## config.mk

```make
export PLATFORM = sky130hd
export DESIGN_NAME = wb_burst_master
export DESIGN_NICKNAME = d
export VERILOG_FILES = /design/src/rtl/wb_pkg.sv /design/src/rtl/wb_master_watchdog.sv /design/src/rtl/wb_burst_master.sv
export SDC_FILE = /design/constraint.sdc
export NUM_CORES = 1
export LEC_CHECK = 0
export BUFFER_PORTS_ARGS = -buffer_cell sky130_fd_sc_hd__buf_4
export CAP_MARGIN = 20
export CORE_ASPECT_RATIO = 1.1
export CORE_MARGIN = 2
export CORE_UTILIZATION = 40
export DETAILED_ROUTE_END_ITERATION = 6
export GPL_TIMING_DRIVEN = 0
export HOLD_SLACK_MARGIN = 0.06
export PLACE_DENSITY = 0.61
export SKIP_LAST_GASP = 1
export SYNTH_ARGS = -nofsm -noshare
export SYNTH_HDL_FRONTEND = slang
export SYNTH_HIERARCHICAL = 1
export SYNTH_SLANG_ARGS = --single-unit
```

## constraint.sdc

```tcl
create_clock -name wb_clk_i -period 5.2 [get_ports wb_clk_i]
set_clock_uncertainty 0.1 [all_clocks]
set_input_delay 0.26 -clock wb_clk_i [delete_from_list [all_inputs] [get_ports wb_clk_i]]
set_output_delay 0.26 -clock wb_clk_i [all_outputs]
set_load 0.05 [all_outputs]
```

## src/rtl/wb_pkg.sv

```systemverilog
// rtl/wb_pkg.sv - shared constants, state type and CTI helper for wb_burst_master
//
// Purpose: Wishbone cycle-type codes, the master FSM state type and the
//          function that picks the CTI for the beat that follows.
// Contents:
//   CTI_CLASSIC / CTI_INCR / CTI_EOB  Wishbone cycle type identifiers
//   wbm_state_t                       IDLE, WRITE, READ
//   cti_next()                        CTI for the beat presented next

package wb_pkg;

  localparam logic [2:0] CTI_CLASSIC = 3'b000;
  localparam logic [2:0] CTI_INCR    = 3'b010;
  localparam logic [2:0] CTI_EOB     = 3'b111;

  typedef enum logic [1:0] {
    IDLE  = 2'd0,
    WRITE = 2'd1,
    READ  = 2'd2
  } wbm_state_t;

  // remaining counts the beats still to complete, including the one being presented.
  // A zero count means the command is over, so the bus goes back to classic.
  function automatic logic [2:0] cti_next(input logic single, input logic [8:0] remaining);
    if (single || remaining == 9'd0) begin
      return CTI_CLASSIC;
    end else if (remaining == 9'd1) begin
      return CTI_EOB;
    end else begin
      return CTI_INCR;
    end
  endfunction

endpackage

```

## src/rtl/wb_master_watchdog.sv

```systemverilog
// rtl/wb_master_watchdog.sv - stalled-strobe watchdog for wb_burst_master
//
// Purpose: counts consecutive cycles with stb high and no ack; flags the
//          cycle that completes TIMEOUT such stalls so the master can abort.
// Ports:
//   clk_i     in   clock
//   rst_i     in   synchronous active-high reset
//   stb_i     in   Wishbone strobe from the master
//   ack_i     in   Wishbone acknowledge from the slave
//   expire_o  out  high during the TIMEOUT-th consecutive stalled cycle

module wb_master_watchdog #(
  parameter int TIMEOUT = 1024
) (
  input  logic clk_i,
  input  logic rst_i,
  input  logic stb_i,
  input  logic ack_i,
  output logic expire_o
);

  localparam int CW = $clog2(TIMEOUT + 1);

  logic [CW-1:0] cnt_q;
  logic [CW-1:0] cnt_d;
  logic          stall;

  assign stall = stb_i & ~ack_i;

  // cnt_q holds the number of stalled cycles already seen, so the current
  // stalled cycle is number cnt_q+1.
  assign expire_o = stall && (cnt_q == CW'(TIMEOUT - 1));

  always_comb begin
    cnt_d = cnt_q;
    if (!stall || expire_o) begin
      cnt_d = '0;
    end else begin
      cnt_d = cnt_q + CW'(1);
    end
  end

  always_ff @(posedge clk_i) begin
    if (rst_i) begin
      cnt_q <= '0;
    end else begin
      cnt_q <= cnt_d;
    end
  end

endmodule

```

## src/rtl/wb_burst_master.sv

```systemverilog
// rtl/wb_burst_master.sv - command/stream to Wishbone classic and incrementing-burst master
//
// Purpose: accepts a command (direction, start address, length 1..256), then
//          runs one Wishbone cycle: classic for a single beat, incrementing
//          burst (CTI 010, final beat 111) otherwise. Write beats are pulled
//          from the wdata stream, read beats are pushed out on rdata.
// Ports:
//   wb_clk_i, wb_rst_i                 clock, synchronous active-high reset
//   cmd_valid/cmd_ready                command handshake
//   cmd_we, cmd_addr, cmd_len          direction, byte address, beats (0 = 256)
//   wdata_valid/wdata_ready, wdata     write beat stream
//   rdata_valid, rdata, rdata_last     read beat pulses (no backpressure)
//   cmd_done, cmd_err                  completion pulse, timeout abort flag
//   busy                               command in progress
//   wb_cyc_o .. wb_cti_o               registered Wishbone initiator outputs
//   wb_ack_i, wb_dat_i                 Wishbone slave response

module wb_burst_master
  import wb_pkg::*;
#(
  parameter int DW      = 32,
  parameter int AW      = 26,
  parameter int TIMEOUT = 1024
) (
  input  logic            wb_clk_i,
  input  logic            wb_rst_i,
  input  logic            cmd_valid,
  output logic            cmd_ready,
  input  logic            cmd_we,
  input  logic [AW-1:0]   cmd_addr,
  input  logic [7:0]      cmd_len,
  input  logic            wdata_valid,
  output logic            wdata_ready,
  input  logic [DW-1:0]   wdata,
  output logic            rdata_valid,
  output logic [DW-1:0]   rdata,
  output logic            rdata_last,
  output logic            cmd_done,
  output logic            cmd_err,
  output logic            busy,
  output logic            wb_cyc_o,
  output logic            wb_stb_o,
  output logic            wb_we_o,
  output logic [AW-1:0]   wb_addr_o,
  output logic [DW-1:0]   wb_dat_o,
  output logic [DW/8-1:0] wb_sel_o,
  output logic [2:0]      wb_cti_o,
  input  logic            wb_ack_i,
  input  logic [DW-1:0]   wb_dat_i
);

  localparam int BW = DW / 8;

  wbm_state_t     state_q, state_d;
  logic           cyc_q, cyc_d;
  logic           stb_q, stb_d;
  logic           we_q, we_d;
  logic [AW-1:0]  addr_q, addr_d;
  logic [DW-1:0]  dat_q, dat_d;
  logic [BW-1:0]  sel_q;
  logic [2:0]     cti_q, cti_d;
  logic           single_q, single_d;
  logic [8:0]     len_q, len_d;
  logic [8:0]     rem_q, rem_d;
  logic [8:0]     loaded_q, loaded_d;
  logic [DW-1:0]  rdata_q, rdata_d;
  logic           rdata_valid_q, rdata_valid_d;
  logic           rdata_last_q, rdata_last_d;
  logic           done_q, done_d;
  logic           err_q, err_d;

  logic           beat;
  logic           wd_expire;
  logic [8:0]     cmd_len9;
  logic [8:0]     rem_dec;

  wb_master_watchdog #(
    .TIMEOUT (TIMEOUT)
  ) u_watchdog (
    .clk_i    (wb_clk_i),
    .rst_i    (wb_rst_i),
    .stb_i    (stb_q),
    .ack_i    (wb_ack_i),
    .expire_o (wd_expire)
  );

  // ack only counts while a strobe is out.
  assign beat     = stb_q & wb_ack_i;
  assign cmd_len9 = {cmd_len == 8'd0, cmd_len};
  assign rem_dec  = rem_q - 9'd1;

  // Holding off for the cmd_done cycle keeps a new command from overlapping
  // the completion pulse of the previous one.
  assign cmd_ready   = (state_q == IDLE) && !done_q;
  // A new write beat may be loaded when the bus slot is free or being freed
  // this cycle, and only up to the command length.
  assign wdata_ready = (state_q == WRITE) && (!stb_q || wb_ack_i) && (loaded_q < len_q);

  always_comb begin
    state_d       = state_q;
    cyc_d         = cyc_q;
    stb_d         = stb_q;
    we_d          = we_q;
    addr_d        = addr_q;
    dat_d         = dat_q;
    cti_d         = cti_q;
    single_d      = single_q;
    len_d         = len_q;
    rem_d         = rem_q;
    loaded_d      = loaded_q;
    rdata_d       = rdata_q;
    rdata_valid_d = 1'b0;
    rdata_last_d  = 1'b0;
    done_d        = 1'b0;
    err_d         = 1'b0;

    case (state_q)
      IDLE: begin
        if (cmd_valid && cmd_ready) begin
          we_d     = cmd_we;
          addr_d   = cmd_addr;
          len_d    = cmd_len9;
          rem_d    = cmd_len9;
          loaded_d = 9'd0;
          single_d = (cmd_len9 == 9'd1);
          cyc_d    = 1'b1;
          // Reads strobe at once; writes wait for their first data beat.
          stb_d    = !cmd_we;
          cti_d    = cti_next(cmd_len9 == 9'd1, cmd_len9);
          state_d  = cmd_we ? WRITE : READ;
        end
      end

      WRITE, READ: begin
        if (wd_expire) begin
          cyc_d   = 1'b0;
          stb_d   = 1'b0;
          cti_d   = CTI_CLASSIC;
          done_d  = 1'b1;
          err_d   = 1'b1;
          state_d = IDLE;
        end else begin
          if (beat) begin
            addr_d = addr_q + AW'(BW);
            rem_d  = rem_dec;
            cti_d  = cti_next(single_q, rem_dec);
            if (state_q == READ) begin
              rdata_d       = wb_dat_i;
              rdata_valid_d = 1'b1;
              rdata_last_d  = (rem_q == 9'd1);
            end
            if (rem_q == 9'd1) begin
              cyc_d   = 1'b0;
              stb_d   = 1'b0;
              cti_d   = CTI_CLASSIC;
              done_d  = 1'b1;
              state_d = IDLE;
            end else if (state_q == WRITE) begin
              // Wait state unless a fresh beat is loaded below.
              stb_d = 1'b0;
            end
          end
          if (wdata_valid && wdata_ready) begin
            dat_d    = wdata;
            stb_d    = 1'b1;
            loaded_d = loaded_q + 9'd1;
          end
        end
      end

      default: begin
        state_d = IDLE;
        cyc_d   = 1'b0;
        stb_d   = 1'b0;
      end
    endcase
  end

  always_ff @(posedge wb_clk_i) begin
    if (wb_rst_i) begin
      state_q       <= IDLE;
      cyc_q         <= 1'b0;
      stb_q         <= 1'b0;
      we_q          <= 1'b0;
      addr_q        <= '0;
      dat_q         <= '0;
      sel_q         <= '0;
      cti_q         <= CTI_CLASSIC;
      single_q      <= 1'b0;
      len_q         <= 9'd0;
      rem_q         <= 9'd0;
      loaded_q      <= 9'd0;
      rdata_q       <= '0;
      rdata_valid_q <= 1'b0;
      rdata_last_q  <= 1'b0;
      done_q        <= 1'b0;
      err_q         <= 1'b0;
    end else begin
      state_q       <= state_d;
      cyc_q         <= cyc_d;
      stb_q         <= stb_d;
      we_q          <= we_d;
      addr_q        <= addr_d;
      dat_q         <= dat_d;
      sel_q         <= {BW{stb_d}};
      cti_q         <= cti_d;
      single_q      <= single_d;
      len_q         <= len_d;
      rem_q         <= rem_d;
      loaded_q      <= loaded_d;
      rdata_q       <= rdata_d;
      rdata_valid_q <= rdata_valid_d;
      rdata_last_q  <= rdata_last_d;
      done_q        <= done_d;
      err_q         <= err_d;
    end
  end

  assign busy        = (state_q != IDLE);
  assign wb_cyc_o    = cyc_q;
  assign wb_stb_o    = stb_q;
  assign wb_we_o     = we_q;
  assign wb_addr_o   = addr_q;
  assign wb_dat_o    = dat_q;
  assign wb_sel_o    = sel_q;
  assign wb_cti_o    = cti_q;
  assign rdata       = rdata_q;
  assign rdata_valid = rdata_valid_q;
  assign rdata_last  = rdata_last_q;
  assign cmd_done    = done_q;
  assign cmd_err     = err_q;

endmodule

```

After elaboration in Yosys (flattened, before gate mapping)
Index checks and enable logic that the tools add are counted.
- bits in latches: 0
- memories kept: 0
- bits in read-only memories: 0
- flip-flop bits (word level): 142
- output and inout port bits: 107
- memory bits (writable): 0
- word-level logic and storage cells: 118
- shifts and indexed selects: 0
- $mul: 0
- bitwise logic cells: 7
- equal/unequal tests: 12
- mux-type cells: 44
- divide/modulo/power cells: 0
- reductions and logical operators: 32
- $lt $le $gt $ge: 1
- add/subtract/negate cells: 4
- operators by type and width (kind ; number):
    2-to-1 mux 26 bit ; 3
    2-to-1 mux 9 bit ; 6
    case mux 26 bit (2 select lines) ; 1
    case mux 9 bit (2 select lines) ; 2
    == test 9 x 1 -> 1 bit (second input constant) ; 3
    adder 26 x 3 -> 26 bit (second input constant) ; 1
    2-to-1 mux 3 bit ; 8
    logical NOT 9 bit ; 2
    2-to-1 mux 1 bit ; 15
    AND reduction 4 bit ; 3
    adder 11 x 1 -> 11 bit (second input constant) ; 1
    == test 11 x 10 -> 1 bit (second input constant) ; 1
    2-to-1 mux 2 bit ; 5
    adder 9 x 1 -> 9 bit (second input constant) ; 1
    < comparator 9 bit ; 1
    AND reduction 3 bit ; 3
    subtractor 9 x 1 -> 9 bit (second input constant) ; 1
    logical NOT 8 bit ; 1
    logical AND 1 bit ; 6
    inequality test 2 bit (second input constant) ; 3
    inequality test 3 x 2 -> 1 bit (second input constant) ; 2
    case mux 3 bit (2 select lines) ; 1
    OR reduction 2 bit ; 3
    NOT 1 bit ; 5
    other kinds (13) ; 22

Longest topological paths before layout
- depth in word-level cells: 8
- depth in mapped cells: 12
- gate-level depth less buffers: 10

Hierarchy
The synthesis kept the hierarchy.
- modules (own cells, without submodules) (module ; area each (um^2) ; seq. area each (um^2) ; cells an instance ; times used):
    wb_burst_master ; 5994.5 ; 2582.5 ; 733 ; 1
    wb_master_watchdog ; 516.7 ; 220.2 ; 51 ; 1

Worst setup path after synthesis
No wires, ideal clock.
- path kind: register to register
- start: register len_q[6]
- end: register dat_q[10], in the netlist wb_dat_o[10]
- stages on the path, launching flop included: 11
- data arrival time: 3.165 ns
- setup slack: 1.807 ns
- library setup time: 0.128 ns
- buffers on the path: 2
- required time: 4.972 ns
- path through: dfxtp_1 > inv_1 > ha_1 > a211oi_2 > o2111ai_2 > a211oi_1 > and3_1 > buf_4 > buf_6 > mux2i_1 > nor2_1
- word-level cells in the longest chain between the ends: 4
- ends and longest elaborated chain (what ; RTL line ; text):
    start: declaration ; wb_burst_master.sv:63 ; logic [8:0] len_q, len_d;
    start signal: assignment ; wb_burst_master.sv:208 ; len_q <= len_d;
    < comparator 9 bit ; wb_burst_master.sv:97 ; assign wdata_ready = (state_q == WRITE) && (!stb_q || wb_ack_i) && (loaded_q < len_q);
    logical AND 1 bit ; wb_burst_master.sv:97 ;
    named net wdata_ready ; wb_burst_master.sv:33 ; output logic wdata_ready,
    logical AND 1 bit ; wb_burst_master.sv:163 ; if (wdata_valid && wdata_ready) begin
    AND reduction 3 bit (no line) ; -- ;
    end signal: assignment ; wb_burst_master.sv:204 ; dat_q <= dat_d;
    end: declaration ; wb_burst_master.sv:59 ; logic [DW-1:0] dat_q, dat_d;
The timed path passes the listed nets, and every way through them passes these cells.
A chain may end at the register's enable or synchronous reset.

Worst setup path in the final report
- start: register u_watchdog.cnt_q[0]
- end: register addr_q[5], in the netlist wb_addr_o[5]
- word-level cells in the longest chain between the ends: 4
- ends and longest elaborated chain (what ; RTL line ; text):
    start: declaration ; wb_master_watchdog.sv:24 ; logic [CW-1:0] cnt_q;
    start signal: assignment ; wb_master_watchdog.sv:47 ; cnt_q <= cnt_d;
    == test 11 x 10 -> 1 bit ; wb_master_watchdog.sv:32 ; assign expire_o = stall && (cnt_q == CW'(TIMEOUT - 1));
    logical AND 1 bit ; wb_master_watchdog.sv:32 ;
    named net wd_expire ; wb_burst_master.sv:73 ; logic wd_expire;
    inequality test 2 bit (no line) ; -- ;
    AND reduction 4 bit (no line) ; -- ;
    end signal: assignment ; wb_burst_master.sv:203 ; addr_q <= addr_d;
    end: declaration ; wb_burst_master.sv:58 ; logic [AW-1:0] addr_q, addr_d;
The timed path passes the listed nets, and every way through them passes these cells.

==> results.md <==
* Fin nets at roughly 1200
* Clock Power Share at 0.246
* Initial drt markers at between 400 and 500
* M1 WL at around 9200 um
* Most common cell on crit path: nor2_1
* Mapped cell area at 6510 um2
* Port Buffers at between 200 and 250
* Effective utilization at floorplan at 0.412
* Synth Area in Adders at 0.0384
* Via density at approximately 5.3
* Measured slew at the worst slew-check pin at between 900 and 1000 ps
* Async SR Flop Fraction at 0
* Seq/Total Area, Yosys at 0.430
* Final hold vios at 0
* Synth unique cells at just over 60
* Synth Net Count at about 910
* Post-DR wirelength/cell at ~16 um
* Post-CTS setup buffer count at 0
* Top Layer Used: met4
* First-pass GRT wire length at between 30000 and 40000 um
* Hold Crit Class: in -> reg
* Register area at 2800 um2
* Routed wl met3 at 1130 um
* Final setup fails at 0
* Routed vias at roughly 7000
* Critical Path End Type: register
* Most common cell after layout, fill and taps aside: buf_4
* Hold_ws at between 70 and 80 ps
* Share of layout cells above drive strength 1 at 0.244
* Max FO, Critical Path at 10
* Lkg Pwr at around 0.0039 uW
* Sw Ratio at 0.450
* Worst-path cell chain: ha_1 -> nand3_2 -> or3_1 -> nor4b_2 -> and3b_1 -> mux2_2 -> nand2_1 -> clkbuf_1 -> nor2_1 -> a21oi_1 -> nor2_1
* Psw at 2330 uW
* Avg Inst Size Synth at 8.31 um2
* Critical path required time at around 5400 ps
* Crit Path Category: reg -> reg
* Fillers at 1424
* Clock Sinks at 140
* WL met2 at approximately 11000 um
* Most frequent cells in the layout: buf_4 (217), dfxtp_1 (140), nand2_1 (128)
* H-tree depth at 4
* RSZ-0062 raised after global routing: false
* CTS Buffer Depth at 2
* Total GRT Usage at 0.243
* Status: finished clean
* Antenna violations before repair at 0
* Die height at 138 um
* Min Tclk post-route at between 3000 and 4000 ps
* Largest net degree at the start of global routing at 17
* Synth Area in Compound Gates at 0.186
* Rows at 48
* Post-Synth XOR/XNOR Area at 0.00673
* F_max at 280 MHz
* Core Box Area at roughly 16000 um2
* Crit path launch type: register
* Pwr/cell area at ~530 nW/um2
* DR pass1 iterations at 5
* Die W at 126 um
* Comb pwr share at 0.492
* Vias in the first global route at approximately 6600
* Ys flop type: dfxtp_1
* # IOs at 211
* Seq pwr share at 0.262
* Main combinational cell family by area after synthesis: simple AND/OR/NAND/NOR gates
* Worst Path Arrival at between 3000 and 4000 ps
* Detail Placement HPWL at between 10000 and 15000 um
* Total Wirelength at ~21000 um
* Worst Path Buf+Inv at 1
* DR DRC count at 0
* Multiplexer share of the synthesized area at 0.0603
* CTS clk-pin slew, worst paths at roughly 60 ps
* Post-layout util at 0.615
* TNS Setup at 0 ps
* Clock Latency Late Sink at about 430 ps
* CTS tree: done
* Final Cycle Share at 0.686
* Largest delay share family, worst path: simple AND/OR/NAND/NOR gates
* Post-route ant nets at 0
* Max rail drop VDD at ~260 uV
* Post-synthesis cell count at just under 800
* Final Slew Violations at 0
* Routability cong. at around 0.85
* Gr ovfl total at 0
* Relative slew slack at 0.338
* Diode count at 0
* Internal at roughly 2800 uW
* Root Driver: clkbuf_16
* Yosys warnings at 6
* Die area at 17300 um2
* Number of synthesized flops with an enable pin at 0
* CP max-delay cell: clkbuf_1
* CTS buffer count at 17
* Total power at between 5000 and 6000 uW
* Simple-Gate Fraction of Synth Area at 0.231
* Crit path largest cell delay at around 470 ps
* Multi-input logic area at roughly 3400 um2
* Synth-to-layout area growth at 49.2%
* Synthesized flop and latch total at between 100 and 150
* MaxCap Viol Count at 0
==> synthesized netlist by cell type (3+ instances only) <==
library cell | count | share of area
dfxtp_1 | 140 | 0.43
nand2_1 | 128 | 0.074
a21oi_1 | 92 | 0.071
nor2_1 | 81 | 0.047
clkbuf_1 | 37 | 0.021
mux2i_1 | 37 | 0.057
o21ai_0 | 34 | 0.026
ha_1 | 20 | 0.038
inv_1 | 19 | 0.011
nand3_1 | 15 | 0.012
nor3_1 | 12 | 0.0092
a211oi_1 | 11 | 0.013
nand4_1 | 11 | 0.011
nor2b_1 | 10 | 0.0096
o31ai_1 | 10 | 0.012
and3_1 | 9 | 0.0086
or3_1 | 8 | 0.0077
or4_1 | 8 | 0.0092
a22oi_1 | 7 | 0.0081
a311oi_1 | 7 | 0.0094
and2_1 | 7 | 0.0067
buf_4 | 7 | 0.0081
a21o_1 | 4 | 0.0046
nor3b_1 | 4 | 0.0046
o21bai_1 | 4 | 0.0046
a211oi_2 | 3 | 0.0058
a31oi_1 | 3 | 0.0029
and4_1 | 3 | 0.0040
buf_6 | 3 | 0.0052
nand3b_1 | 3 | 0.0035
nor4_1 | 3 | 0.0029
o211ai_1 | 3 | 0.0035
o22ai_1 | 3 | 0.0029
xor2_1 | 3 | 0.0040
==> through the flow <==
step,setup WS (ps),cells,instance area (um2)
floorplan,1810,784,6510
global placement,1630,1194,8340
detailed placement,1650,1194,8340
CTS,1620,1302,9720
global route,1350,1302,9720
finish,1630,1302,9720
==> flip-flops by register name, indices dropped and copies added (netlist names), 2 cells and up <==
signal and flops:
rdata 32, wb_dat_o 32, wb_addr_o 26, u_watchdog/cnt_q 11, len_q 9, loaded_q 9, rem_q 9, state_q 2
wb_cti_o 2
==> tightest hold or removal path, stage by stage <==
cell and delay (ps):
buf_4 110, o21bai_1 130, a311oi_1 50
==> power by group through the flow <==
| stage | combinational, uW | clock (uW) | sequential (uW) |
|---|---|---|---|
| 4_1_cts | 2520 | 1290 | 1350 |
| 6_report | 2550 | 1270 | 1360 |
| 3_5_place_dp | 2470 | 0 | 1370 |
| 2_1_floorplan | 1460 | 0 | 1620 |
| 3_3_place_gp | 2470 | 0 | 1370 |
| 5_1_grt | 2760 | 1340 | 1380 |
==> per-layer routing <==
metal | up-vias | global-route usage
li1 | 3370 | -
met1 | 3283 | 0.303
met2 | 218 | 0.420
met3 | 34 | 0.0559
met4 | 0 | 0.0728
met5 | - | 0
==> kinds of logic after synthesis <==
group	after synthesis
buffers and inverters	69
AOI/OAI and AO/OA	195
xor gates and xnor gates	5
DFF	140
and+or+nand+nor	316
adders and majority gates	20
muxes	39
==> what timing repair did <==
action                    in CTS  in global routing
resized for setup              0                  0
hold buffers                  76                  0
hold endpoints to repair      78                  0
==> final cells by class <==
class,instances,share of cell area
Multi-Input combinational cell,575,0.350
Timing Repair Buffer,286,0.241
Clock inverter,12,0.0166
Tap cell,200,0.0258
Inverter,20,0.00773
Clock buffer,20,0.0470
Buffer,49,0.0240
Sequential cell,140,0.288
==> final timing paths <==
kind	from	depth (start not counted)	slack [ps]	end
min	cmd_addr[19]	3	70	wb_addr_o[19]$_SDFFE_PP0P_
min reg2reg	rdata[7]$_SDFFE_PP0P_	2	350	rdata[7]$_SDFFE_PP0P_
max	u_watchdog/cnt_q[0]$_SDFF_PP0_	11	1630	wb_addr_o[5]$_SDFFE_PP0P_
max reg2reg	u_watchdog/cnt_q[0]$_SDFF_PP0_	11	1630	wb_addr_o[5]$_SDFFE_PP0P_
No activity file was read; power rests on OpenSTA's default activity.
